--- config.mk ---
export PLATFORM = sky130hd
export DESIGN_NAME = timer_cfg_seq
export DESIGN_NICKNAME = d
export VERILOG_FILES = /design/src/rtl/timer_cfg_seq.sv
export SDC_FILE = /design/constraint.sdc
export NUM_CORES = 1
export LEC_CHECK = 0
export ABC_AREA = 1
export CAP_MARGIN = 20
export CORE_MARGIN = 10
export CORE_UTILIZATION = 25
export CTS_CLUSTER_DIAMETER = 150
export DETAILED_ROUTE_END_ITERATION = 10
export HOLD_SLACK_MARGIN = 0.12
export PLACE_DENSITY = 0.47
export SLEW_MARGIN = 20
export SYNTH_ARGS = -nofsm -noshare
export SYNTH_HDL_FRONTEND = slang
export SYNTH_SLANG_ARGS = --single-unit
--- constraint.sdc ---
create_clock -name sys_clk -period 7.3 [get_ports sys_clk]
set_clock_uncertainty 0.05 [all_clocks]
set_input_delay 2.19 -clock sys_clk [delete_from_list [all_inputs] [get_ports sys_clk]]
set_output_delay 2.19 -clock sys_clk [all_outputs]
set_load 0.05 [all_outputs]
--- src/rtl/timer_cfg_seq.sv ---
// Bus-side sequencer for the 16-bit timer. It programs cnt, prd and con in order,
// acknowledges interrupt events, and disables the timer on count, timeout or stop.
module timer_cfg_seq #(
  parameter int WR_GAP      = 2,
  parameter int TMO_W       = 20,
  parameter int INT_CLR_BIT = 15
) (
  input  logic             sys_clk,
  input  logic             sys_rst,
  input  logic             start,
  input  logic             stop,
  input  logic [15:0]      cfg_cnt,
  input  logic [15:0]      cfg_prd,
  input  logic [15:0]      cfg_con,
  input  logic [7:0]       cfg_rpt,
  input  logic [TMO_W-1:0] cfg_tmo,
  input  logic             tmr_int,
  output logic             tmr_cnt_wr,
  output logic             tmr_prd_wr,
  output logic             tmr_con_wr,
  output logic [15:0]      icb_wdat,
  output logic             busy,
  output logic             done,
  output logic             err,
  output logic [7:0]       evt_cnt
);

  localparam logic [15:0] CLR_MASK = 16'(1) << INT_CLR_BIT;
  localparam logic [3:0]  GAP_LAST = 4'(WR_GAP - 1);

  typedef enum logic [3:0] {
    S_IDLE, S_WR_CNT, S_GAP_PRD, S_WR_PRD, S_GAP_CON, S_WR_CON, S_RUN, S_ACK, S_DIS
  } state_t;

  state_t           state;
  logic [15:0]      sh_prd, sh_con;
  logic [7:0]       sh_rpt;
  logic [TMO_W-1:0] sh_tmo, tmo_cnt, tmo_nxt;
  logic [3:0]       gap_cnt;
  logic             tmr_int_q;
  logic             evt, last_evt, tmo_hit, abort;
  logic [7:0]       evt_inc;

  // NOTE: every signal assigned here gets a value on every path, so no latch is inferred.
  always_comb begin
    evt      = tmr_int & ~tmr_int_q;
    evt_inc  = (evt_cnt == 8'hFF) ? evt_cnt : evt_cnt + 8'd1;
    last_evt = (sh_rpt != 8'd0) && (evt_inc == sh_rpt);
    tmo_nxt  = tmo_cnt + TMO_W'(1);
    tmo_hit  = (sh_tmo != '0) && (tmo_nxt == sh_tmo);
    abort    = stop && (state != S_IDLE) && (state != S_DIS);
  end

  // NOTE: all state updates are non-blocking so every register sees pre-edge values.
  always_ff @(posedge sys_clk or posedge sys_rst) begin
    if (sys_rst) begin
      state      <= S_IDLE;
      sh_prd     <= '0;
      sh_con     <= '0;
      sh_rpt     <= '0;
      sh_tmo     <= '0;
      tmo_cnt    <= '0;
      gap_cnt    <= '0;
      tmr_int_q  <= 1'b0;
      tmr_cnt_wr <= 1'b0;
      tmr_prd_wr <= 1'b0;
      tmr_con_wr <= 1'b0;
      icb_wdat   <= '0;
      busy       <= 1'b0;
      done       <= 1'b0;
      err        <= 1'b0;
      evt_cnt    <= '0;
    end else begin
      tmr_cnt_wr <= 1'b0;
      tmr_prd_wr <= 1'b0;
      tmr_con_wr <= 1'b0;
      done       <= 1'b0;
      tmr_int_q  <= tmr_int;

      if (abort) begin
        // An event coinciding with stop is still counted; stop decides the path.
        if (state == S_RUN && evt) evt_cnt <= evt_inc;
        state      <= S_DIS;
        tmr_con_wr <= 1'b1;
        icb_wdat   <= CLR_MASK;
      end else begin
        case (state)
          S_IDLE: if (start) begin
            sh_prd     <= cfg_prd;
            sh_con     <= cfg_con;
            sh_rpt     <= cfg_rpt;
            sh_tmo     <= cfg_tmo;
            evt_cnt    <= '0;
            err        <= 1'b0;
            busy       <= 1'b1;
            state      <= S_WR_CNT;
            tmr_cnt_wr <= 1'b1;
            icb_wdat   <= cfg_cnt;
          end
          S_WR_CNT: begin
            if (WR_GAP == 0) begin
              state      <= S_WR_PRD;
              tmr_prd_wr <= 1'b1;
              icb_wdat   <= sh_prd;
            end else begin
              state   <= S_GAP_PRD;
              gap_cnt <= GAP_LAST;
            end
          end
          S_GAP_PRD: begin
            if (gap_cnt == 4'd0) begin
              state      <= S_WR_PRD;
              tmr_prd_wr <= 1'b1;
              icb_wdat   <= sh_prd;
            end else begin
              gap_cnt <= gap_cnt - 4'd1;
            end
          end
          S_WR_PRD: begin
            if (WR_GAP == 0) begin
              state      <= S_WR_CON;
              tmr_con_wr <= 1'b1;
              icb_wdat   <= sh_con;
            end else begin
              state   <= S_GAP_CON;
              gap_cnt <= GAP_LAST;
            end
          end
          S_GAP_CON: begin
            if (gap_cnt == 4'd0) begin
              state      <= S_WR_CON;
              tmr_con_wr <= 1'b1;
              icb_wdat   <= sh_con;
            end else begin
              gap_cnt <= gap_cnt - 4'd1;
            end
          end
          S_WR_CON: begin
            state   <= S_RUN;
            tmo_cnt <= '0;
          end
          S_RUN: begin
            if (evt) begin
              evt_cnt    <= evt_inc;
              tmo_cnt    <= '0;
              tmr_con_wr <= 1'b1;
              if (last_evt) begin
                state    <= S_DIS;
                done     <= 1'b1;
                icb_wdat <= CLR_MASK;
              end else begin
                state    <= S_ACK;
                icb_wdat <= sh_con | CLR_MASK;
              end
            end else if (tmo_hit) begin
              err        <= 1'b1;
              state      <= S_DIS;
              tmr_con_wr <= 1'b1;
              icb_wdat   <= CLR_MASK;
            end else begin
              tmo_cnt <= tmo_nxt;
            end
          end
          S_ACK: begin
            state   <= S_RUN;
            tmo_cnt <= '0;
          end
          S_DIS: begin
            state <= S_IDLE;
            busy  <= 1'b0;
          end
          default: state <= S_IDLE;
        endcase
      end
    end
  end

endmodule

# Word-level counts from Yosys, hierarchy flattened
# Cells that the tools add are included.
[totals]
register_bits = 119
in_bits = 81
out_inout_bits = 30
[classes]
n_addsub = 3
eq_ne = 23
mux = 47
bitwise = 3
reduce_logical = 27
[ops]
columns = ["operator", "count"]
rows = [
  ["$mux 16", 6],
  ["$pmux 16 s4", 1],
  ["$mux 20", 2],
  ["$mux 8", 5],
  ["$pmux 20 s2", 1],
  ["$mux 4", 8],
  ["$pmux 4 s7", 1],
  ["$add 20x1->20 const B", 1],
  ["$eq 20x20->1", 1],
  ["$reduce_bool 20->1", 1],
  ["$mux 1", 17],
  ["$eq 4x3->1 const B", 4],
  ["$pmux 8 s2", 1],
  ["$mux 15", 1],
  ["$ne 3x3->1 const B", 5],
  ["$reduce_and 3->1", 4],
  ["$reduce_and 5->1", 2],
  ["$add 8x1->8 const B", 1],
  ["$eq 4x2->1 const B", 2],
  ["$eq 8x8->1", 1],
  ["$eq 8x8->1 const B", 1],
  ["$logic_not 4->1", 2],
  ["$ne 2x2->1 const B", 4],
  ["$ne 4x4->1 const B", 2],
  ["other kinds (16)", 29],
]

# Longest topological paths before layout
# Gate-level depths: netlist of run 1.
[depth]
depth_word = 8
ltp_mapped = 20
depth_no_buf = 19

# Worst setup path before layout of run 1
# OpenSTA, ideal clock, no wires.
[synth_path]
path_kind = "input to register"
start = "input tmr_int"
end = "register icb_wdat[11]"
t_arrival_ps = 3539
path_slack_ps = 3645
path_stages = 13
n_path_buf = 1
cell_sequence = "inv_1 > nor2_1 > inv_1 > nor2_1 > nand2_1 > nand2_2 > buf_2 > nand2_1 > nand2_1 > nand2_1 > nor2_1 > nand2_1 > nand2_1"
[synth_via]
elab_chain_len = 4
[synth_lines]
columns = ["item", "line_no", "rtl"]
rows = [
  ["from (decl)", "17", "input logic tmr_int,"],
  ["$and 1x1->1 *", "46", "evt = tmr_int & ~tmr_int_q;"],
  ["$mux 16", "143", "if (evt) begin"],
  ["$pmux 16 s4", "87", "case (state)"],
  ["$mux 16", "80", "if (abort) begin"],
  ["to (signal assigned)", "98", "icb_wdat <= cfg_cnt;"],
  ["to (signal assigned)", "104", "icb_wdat <= sh_prd;"],
  ["to (signal assigned)", "153", "icb_wdat <= sh_con | CLR_MASK;"],
  ["to (decl)", "21", "output logic [15:0] icb_wdat,"],
]
# Every way passes the cells marked *; elsewhere a longest branch is shown, timed or not.
# A chain may end at the register's enable or synchronous reset.

# Worst setup path in the final report of run 1
[layout_path]
start = "input stop"
end = "register icb_wdat[15]"
[layout_via]
elab_chain_len = 4
[layout_lines]
columns = ["item", "line_no", "rtl"]
rows = [
  ["from (decl)", "11", "input logic stop,"],
  ["$logic_and 1x1->1 * (2 in series)", "51", "abort = stop && (state != S_IDLE) && (state != S_DIS);"],
  ["$ne 4x4->1 (no line) (tied with other cells)", "-", ""],
  ["$reduce_and 5->1 (no line)", "-", ""],
  ["to (signal assigned)", "98", ""],
  ["to (signal assigned)", "104", ""],
  ["to (signal assigned)", "114", "icb_wdat <= sh_prd;"],
]
# Marks and branches as above.

==> flow_metrics.py, run 1 <==
metrics = {
    "layout": {
        "multi_input_area_um2": 3177,
        "n_antenna_cell": 0,
        "regArea_um2": 2978,
        "finalNonFillerCells": 1393,
        "syn2layout_area_growth_pct": 32.32,
        "final_cell_mix": "430 x nand2_1, 119 x dfrtp_1, 110 x clkdlybuf4s50_1",
        "fin_nets": 1129,
        "layout-drive-gt1-share_pct": 6.994,
        "nFillCells": 2797,
        "final_common_cell": "nand2_1",
    },
    "clock_tree": {
        "cts.path.max_buffers": 2,
        "cts_sinks": 119,
        "ctsHoldBuffers": 0,
        "tritoncts": "yes",
        "insertion_delay_ns": 0.42,
        "numCtsBuffers": 17,
        "clk_pin_slew_worst_paths_ns": 0.06,
        "cts.repair.resized": 0,
        "cts_setup_buffers": 0,
        "cts_htree_levels": 4,
        "cts_root_buf": "clkbuf_16",
    },
    "place": {
        "hpwlAfterDp_um": 15200,
        "dpl.cell_count": 1361,
        "gp_congestion": 0.8729,
        "port_buffers": 110,
    },
    "drt": {
        "wl_um": 20480,
        "drc": 0,
        "drt_iter0_markers": 479,
        "viasPerCell": 4.412,
        "postRouteAntennaNets": 0,
        "dr.pass1.iters": 5,
        "vias": 6146,
        "post_drt_wl_per_cell_um": 14.70,
    },
    "critical_path": {
        "crit_type": "input port to flop",
        "worstPathRequired_ns": 7.60,
        "cp.arrival_ns": 4.92,
        "start_kind": "input port",
        "path_max_fanout": 20,
        "crit_path_end_kind": "flop",
    },
    "global_routing": {
        "grt_pass1_vias": 6235,
        "grt_max_degree": 45,
        "antenna_found_initial": 1,
        "grt_pass1_wl_um": 33480,
        "grt_usage_pct": 12.48,
        "overflow": 0,
    },
    "logic_synthesis": {
        "ys.flop_type": "dfrtp_1",
        "yosysSeqAreaShare_pct": 44.87,
        "yosysWarningCount": 0,
        "syn_area_um2": 6636,
        "postSynthCellCount": 939,
        "syn_area_per_cell_um2": 7.067,
        "syn_nets": 1023,
        "synth_seq_cells": 119,
        "ys_async_sr_fraction_pct": 100.0,
        "synth_edf_count": 0,
        "ys_types": 41,
    },
    "floorplanning": {
        "coreArea_um2": 26060,
        "ioPinCount": 111,
        "start_util_pct": 25.47,
        "die_x_um": 182.9,
        "row_count": 59,
        "die_area_um2": 33460,
        "die_h_um": 182.9,
    },
    "hold_path": {
        "hold_class": "flop to flop",
    },
    "sta": {
        "period_minus_slack_ns": 4.613,
        "setup_violations": 0,
        "fin_crit_sh_pct": 63.19,
        "timing.slew.headroom_pct": 50.97,
        "hold_viol": 0,
        "rsz0062_at_grt": "no",
        "slew_violations": 0,
        "fmax_ghz": 0.2168,
        "tns_ns": 0,
        "tightestPinTransition_ns": 0.7347,
    },
    "status": {
        "status": "finished, final reports clean",
    },
    "power": {
        "p_per_area_nw_per_um2": 400.5,
        "ir_worst_vdd_mv": 0.1567,
        "p_leak_nw": 4.290,
        "p_total_mw": 3.517,
    },
    "flow_run": {
        "drv_cap": 0,
    },
}
critical path, cell delays in order:
cell and delay, ns:
clkdlybuf4s50_1 0.48, nand2_1 0.16, inv_1 0.55, a21oi_1 0.13
nand2_1 0.11, inv_1 0.05, nand2_1 0.09, nor2_1 0.08
nor2_1 0.20, inv_1 0.06, nor2_1 0.15, inv_1 0.09
a21oi_4 0.39, nand2_1 0.11, nand2_1 0.08
per-layer routing:
| metal | global-route usage (%) | up-vias | wire length [um] |
|---|---|---|---|
| met5 | 0 | - | 11 |
| met4 | 3.454 | 2 | 223 |
| met3 | 4.449 | 21 | 1466 |
| met2 | 18.59 | 150 | 8861 |
| met1 | 16.69 | 2826 | 9917 |
| li1 | - | 3147 | - |
Yosys cell counts (2+ instances only):
| library cell | number | share of area [%] |
|---|---|---|
| nand2_1 | 430 | 24 |
| dfrtp_1 | 119 | 45 |
| inv_1 | 89 | 5.0 |
| nor2_1 | 63 | 3.6 |
| nand3_1 | 50 | 3.8 |
| o21ai_0 | 37 | 2.8 |
| a21oi_1 | 20 | 1.5 |
| clkbuf_1 | 20 | 1.1 |
| o21ai_1 | 15 | 1.1 |
| nor3_1 | 13 | 0.98 |
| nand2_2 | 7 | 0.66 |
| nand3b_1 | 7 | 0.79 |
| nand4_1 | 7 | 0.66 |
| buf_2 | 6 | 0.45 |
| xor2_1 | 6 | 0.79 |
| nor2_2 | 5 | 0.47 |
| inv_2 | 4 | 0.23 |
| xnor2_1 | 4 | 0.53 |
| ha_1 | 3 | 0.57 |
| nand3_2 | 3 | 0.45 |
| nand3_4 | 3 | 0.79 |
| nor2_8 | 3 | 0.91 |
| o21bai_1 | 3 | 0.34 |
| o22ai_1 | 3 | 0.28 |
| buf_6 | 2 | 0.34 |
| nor2_4 | 2 | 0.34 |
where the power goes:
| part | internal, mW | switching (mW) | total (mW) |
|---|---|---|---|
| sequential | 0.901 | 0.174 | 1.08 |
| combinational | 0.478 | 0.959 | 1.44 |
| clock | 0.677 | 0.329 | 1.01 |
| total | 2.06 | 1.46 | 3.52 |
cell families after synthesis:
logic type	count (synthesis)	synth area share, %
AND/OR/NAND/NOR	599	38.46
buffers and inverters	124	7.409
AO/OA/AOI/OAI	82	6.674
XOR/XNOR	12	2.017
flip-flops	119	44.87
adder cells (fa/ha/maj)	3	0.5657
state kept, by name, indices dropped and copies added, names as in the netlist, 4 cells and up:
name / flops
sh_prd: 16
gap_cnt: 4
icb_wdat: 16
sh_tmo: 20
state: 4
evt_cnt: 8
sh_con: 16
sh_rpt: 8
tmo_cnt: 20
area by class of cell:
cell class                 count  area share, %
timing repair buffer         117          13.14
clock buffer                  17          4.845
clock inverter                15          3.106
multi-input combinational    696          36.18
inverter                      94          4.047
tap                          335          4.773
sequential                   119          33.91
worst paths after layout:
kind                       cells past startpoint  startpoint  slack, ns      endpoint
max                                           15        stop       2.69  icb_wdat[15]
min                                            2   sh_con[2]       0.43     sh_con[2]
max reg2reg                                   16    state[0]       4.32  icb_wdat[15]
min reg2reg                                    2   sh_con[2]       0.43     sh_con[2]
max in group asynchronous                      3     sys_rst       4.11    tmo_cnt[7]
min in group asynchronous                      2     sys_rst       2.13    tmo_cnt[4]
stage by stage:
| stage | util, % | instance area, um^2 | worst slack, ns | hold slack (ns) |
|---|---|---|---|---|
| 3_5_place_dp | 31.02 | 8083 | 2.245 | 0.4153 |
| 6_report | 33.70 | 8781 | 2.687 | 0.4296 |
| 4_1_cts | 33.70 | 8781 | 2.678 | 0.4318 |
| 5_1_grt | 33.70 | 8781 | 2.371 | 0.4469 |
| 2_1_floorplan | - | 6636 | 1.903 | 0.3988 |
| 3_3_place_gp | 31.02 | 8083 | 2.342 | 0.4147 |
Power figures use the tool's default switching activity.
==> inputs of run 2 (changes only) <==
==> constraint.sdc (replaced) <==
create_clock -name sys_clk -period 4.4 [get_ports sys_clk]
set_clock_uncertainty 0.05 [all_clocks]
set_input_delay 1.32 -clock sys_clk [delete_from_list [all_inputs] [get_ports sys_clk]]
set_output_delay 1.32 -clock sys_clk [all_outputs]
set_load 0.05 [all_outputs]
==> flow_metrics.py, run 2 (same netlist as run 1, synthesis figures left out) <==
metrics = {
    "clock_tree": {
        "cts_sinks": 119,
        "ctsHoldBuffers": 0,
        "cts.path.max_buffers": 2,
        "numCtsBuffers": 17,
        "clk_pin_slew_worst_paths_ns": 0.06,
        "cts_setup_buffers": 0,
        "tritoncts": "yes",
        "cts_htree_levels": 4,
        "cts_root_buf": "clkbuf_16",
        "insertion_delay_ns": 0.42,
        "cts.repair.resized": 0,
    },
    "status": {
        "status": "finished, final reports clean",
    },
    "critical_path": {
        "reg2reg_from": "evt_cnt[1]",
        "crit_path_end_kind": "flop",
        "reg2reg_to": "icb_wdat[12]",
        "cp_num_cells": 13,
        "start_kind": "input port",
        "rr_worst_depth": 19,
        "path_common_cell": "nand2_1",
        "critical_path.max_stage_delay_ns": 0.53,
        "cpLargestDelayFamily": "simple AND/OR/NAND/NOR gates",
        "worstPathRequired_ns": 4.72,
        "path_cells": "clkdlybuf4s50_1 > inv_1 > nor2_1 > inv_1 > nor2_1 > nand2_1 > nand2_2 > nand2_1 > nand2_1 > nand2_1 > nor2_1 > nand2_1 > nand2_1",
        "cp_num_buf_inv": 3,
        "cp.arrival_ns": 3.61,
        "ff2ff_setup_slack_ns": 1.45,
        "crit_slowest_cell": "clkdlybuf4s50_1",
        "crit_type": "input port to flop",
        "path_max_fanout": 16,
    },
    "sta": {
        "fmax_ghz": 0.3039,
        "tightestPinTransition_ns": 0.7893,
        "tns_ns": 0,
        "rsz0062_at_grt": "no",
        "fin_crit_sh_pct": 74.79,
        "slew_violations": 0,
        "timing.slew.headroom_pct": 47.32,
        "period_minus_slack_ns": 3.291,
        "setup_violations": 0,
        "hold_viol": 0,
    },
    "global_routing": {
        "grt.met3_usage_pct": 4.075,
        "grt_util_met1_pct": 17.06,
        "grt_max_degree": 120,
        "use_met2_pct": 18.03,
        "antenna_found_initial": 0,
        "grt_busiest_layer": "met2",
        "overflow": 0,
        "grt_pass1_vias": 6263,
        "grt_pass1_wl_um": 33400,
        "grt_usage_pct": 12.38,
    },
    "hold_path": {
        "hold_depth": 2,
        "worstHoldEndpoint": "sh_prd[2]",
        "hold_class": "flop to flop",
        "worstHoldStart": "sh_prd[2]",
    },
    "power": {
        "p_leak_nw": 4.245,
        "pwr-share-seq_pct": 32.1,
        "p_int_mw": 3.095,
        "p_sw_mw": 2.435,
        "ir_worst_vdd_mv": 0.3357,
        "pwr-share-comb_pct": 43.9,
        "p_per_area_nw_per_um2": 636.9,
        "p_sw_share_pct": 44.03,
        "pwr-share-clk_pct": 24.0,
    },
    "floorplanning": {
        "die_area_um2": 33460,
        "die_h_um": 182.9,
        "row_count": 59,
        "coreArea_um2": 26060,
        "ioPinCount": 111,
        "die_x_um": 182.9,
        "start_util_pct": 25.47,
    },
    "place": {
        "port_buffers": 110,
        "hpwlAfterDp_um": 14810,
        "gp_congestion": 0.8337,
        "dpl.cell_count": 1363,
    },
    "drt": {
        "post_drt_wl_per_cell_um": 14.46,
        "wl_um": 20180,
        "dr.pass1.iters": 5,
        "drc": 0,
        "viasPerCell": 4.352,
        "vias": 6075,
        "postRouteAntennaNets": 0,
        "drt_iter0_markers": 383,
    },
    "layout": {
        "final_cell_mix": "430 x nand2_1, 119 x dfrtp_1, 110 x clkdlybuf4s50_1",
        "final_common_cell": "nand2_1",
        "syn2layout_area_growth_pct": 30.83,
        "reg.largest.list": "sh_tmo (20), tmo_cnt (20)",
        "post-route-util_pct": 33.32,
        "fin_nets": 1131,
        "layout-drive-gt1-share_pct": 7.075,
        "finalNonFillerCells": 1396,
    },
    "flow_run": {
        "drv_cap": 0,
    },
}
run 2: routing by layer:
metal  vias up  part of all wire (%)
li1       3150                     -
met1      2771                    50
met2       141                    42
met3        13                   6.7
met4         0                  0.95
met5         -                     0
run 2: worst max-delay path by stage:
stage,slack (ns),to,start
detailed placement,0.64,icb_wdat[12],tmr_int
floorplan,1.57,busy,sys_rst
CTS,1.07,icb_wdat[12],tmr_int
global placement,0.64,icb_wdat[12],tmr_int
global route,0.75,icb_wdat[9],tmr_int
finish,1.11,icb_wdat[12],tmr_int
run 2: power groups by stage:
stage	Sequential, mW	Combinational, mW	Clock, mW
finish	1.77	2.43	1.33
global route	1.82	2.79	1.41
CTS	1.78	2.48	1.36
floorplan	1.97	1.50	0
detailed placement	1.79	2.47	0
global placement	1.80	2.45	0
run 2: layout make-up:
cell class	count	area (um^2)
multi-input cells	696	3177
inverters	94	356.6
repair buffers	119	1194
well taps	335	419.2
clock buffers	18	429.2
fillers	2837	17380
clock inverters	14	126.4
flip-flops and latches	119	2978
diodes	1	2.502
run 2: worst min-delay path, stage by stage, from the launching register on:
cell and delay, ns:
dfrtp_1 0.34, nand2_1 0.05, nand2_1 0.05
run 2: through the flow:
step	hold WS (ns)	power (mW)	area [um^2]	setup slack, ns
final	0.4279	5.529	8682	1.109
after global routing	0.4548	6.024	8680	0.7496
after CTS	0.4334	5.621	8680	1.068
after detailed placement	0.4158	4.265	8124	0.6378
after global placement	0.4126	4.249	8124	0.6448
after floorplan	0.3988	3.471	6640	1.575
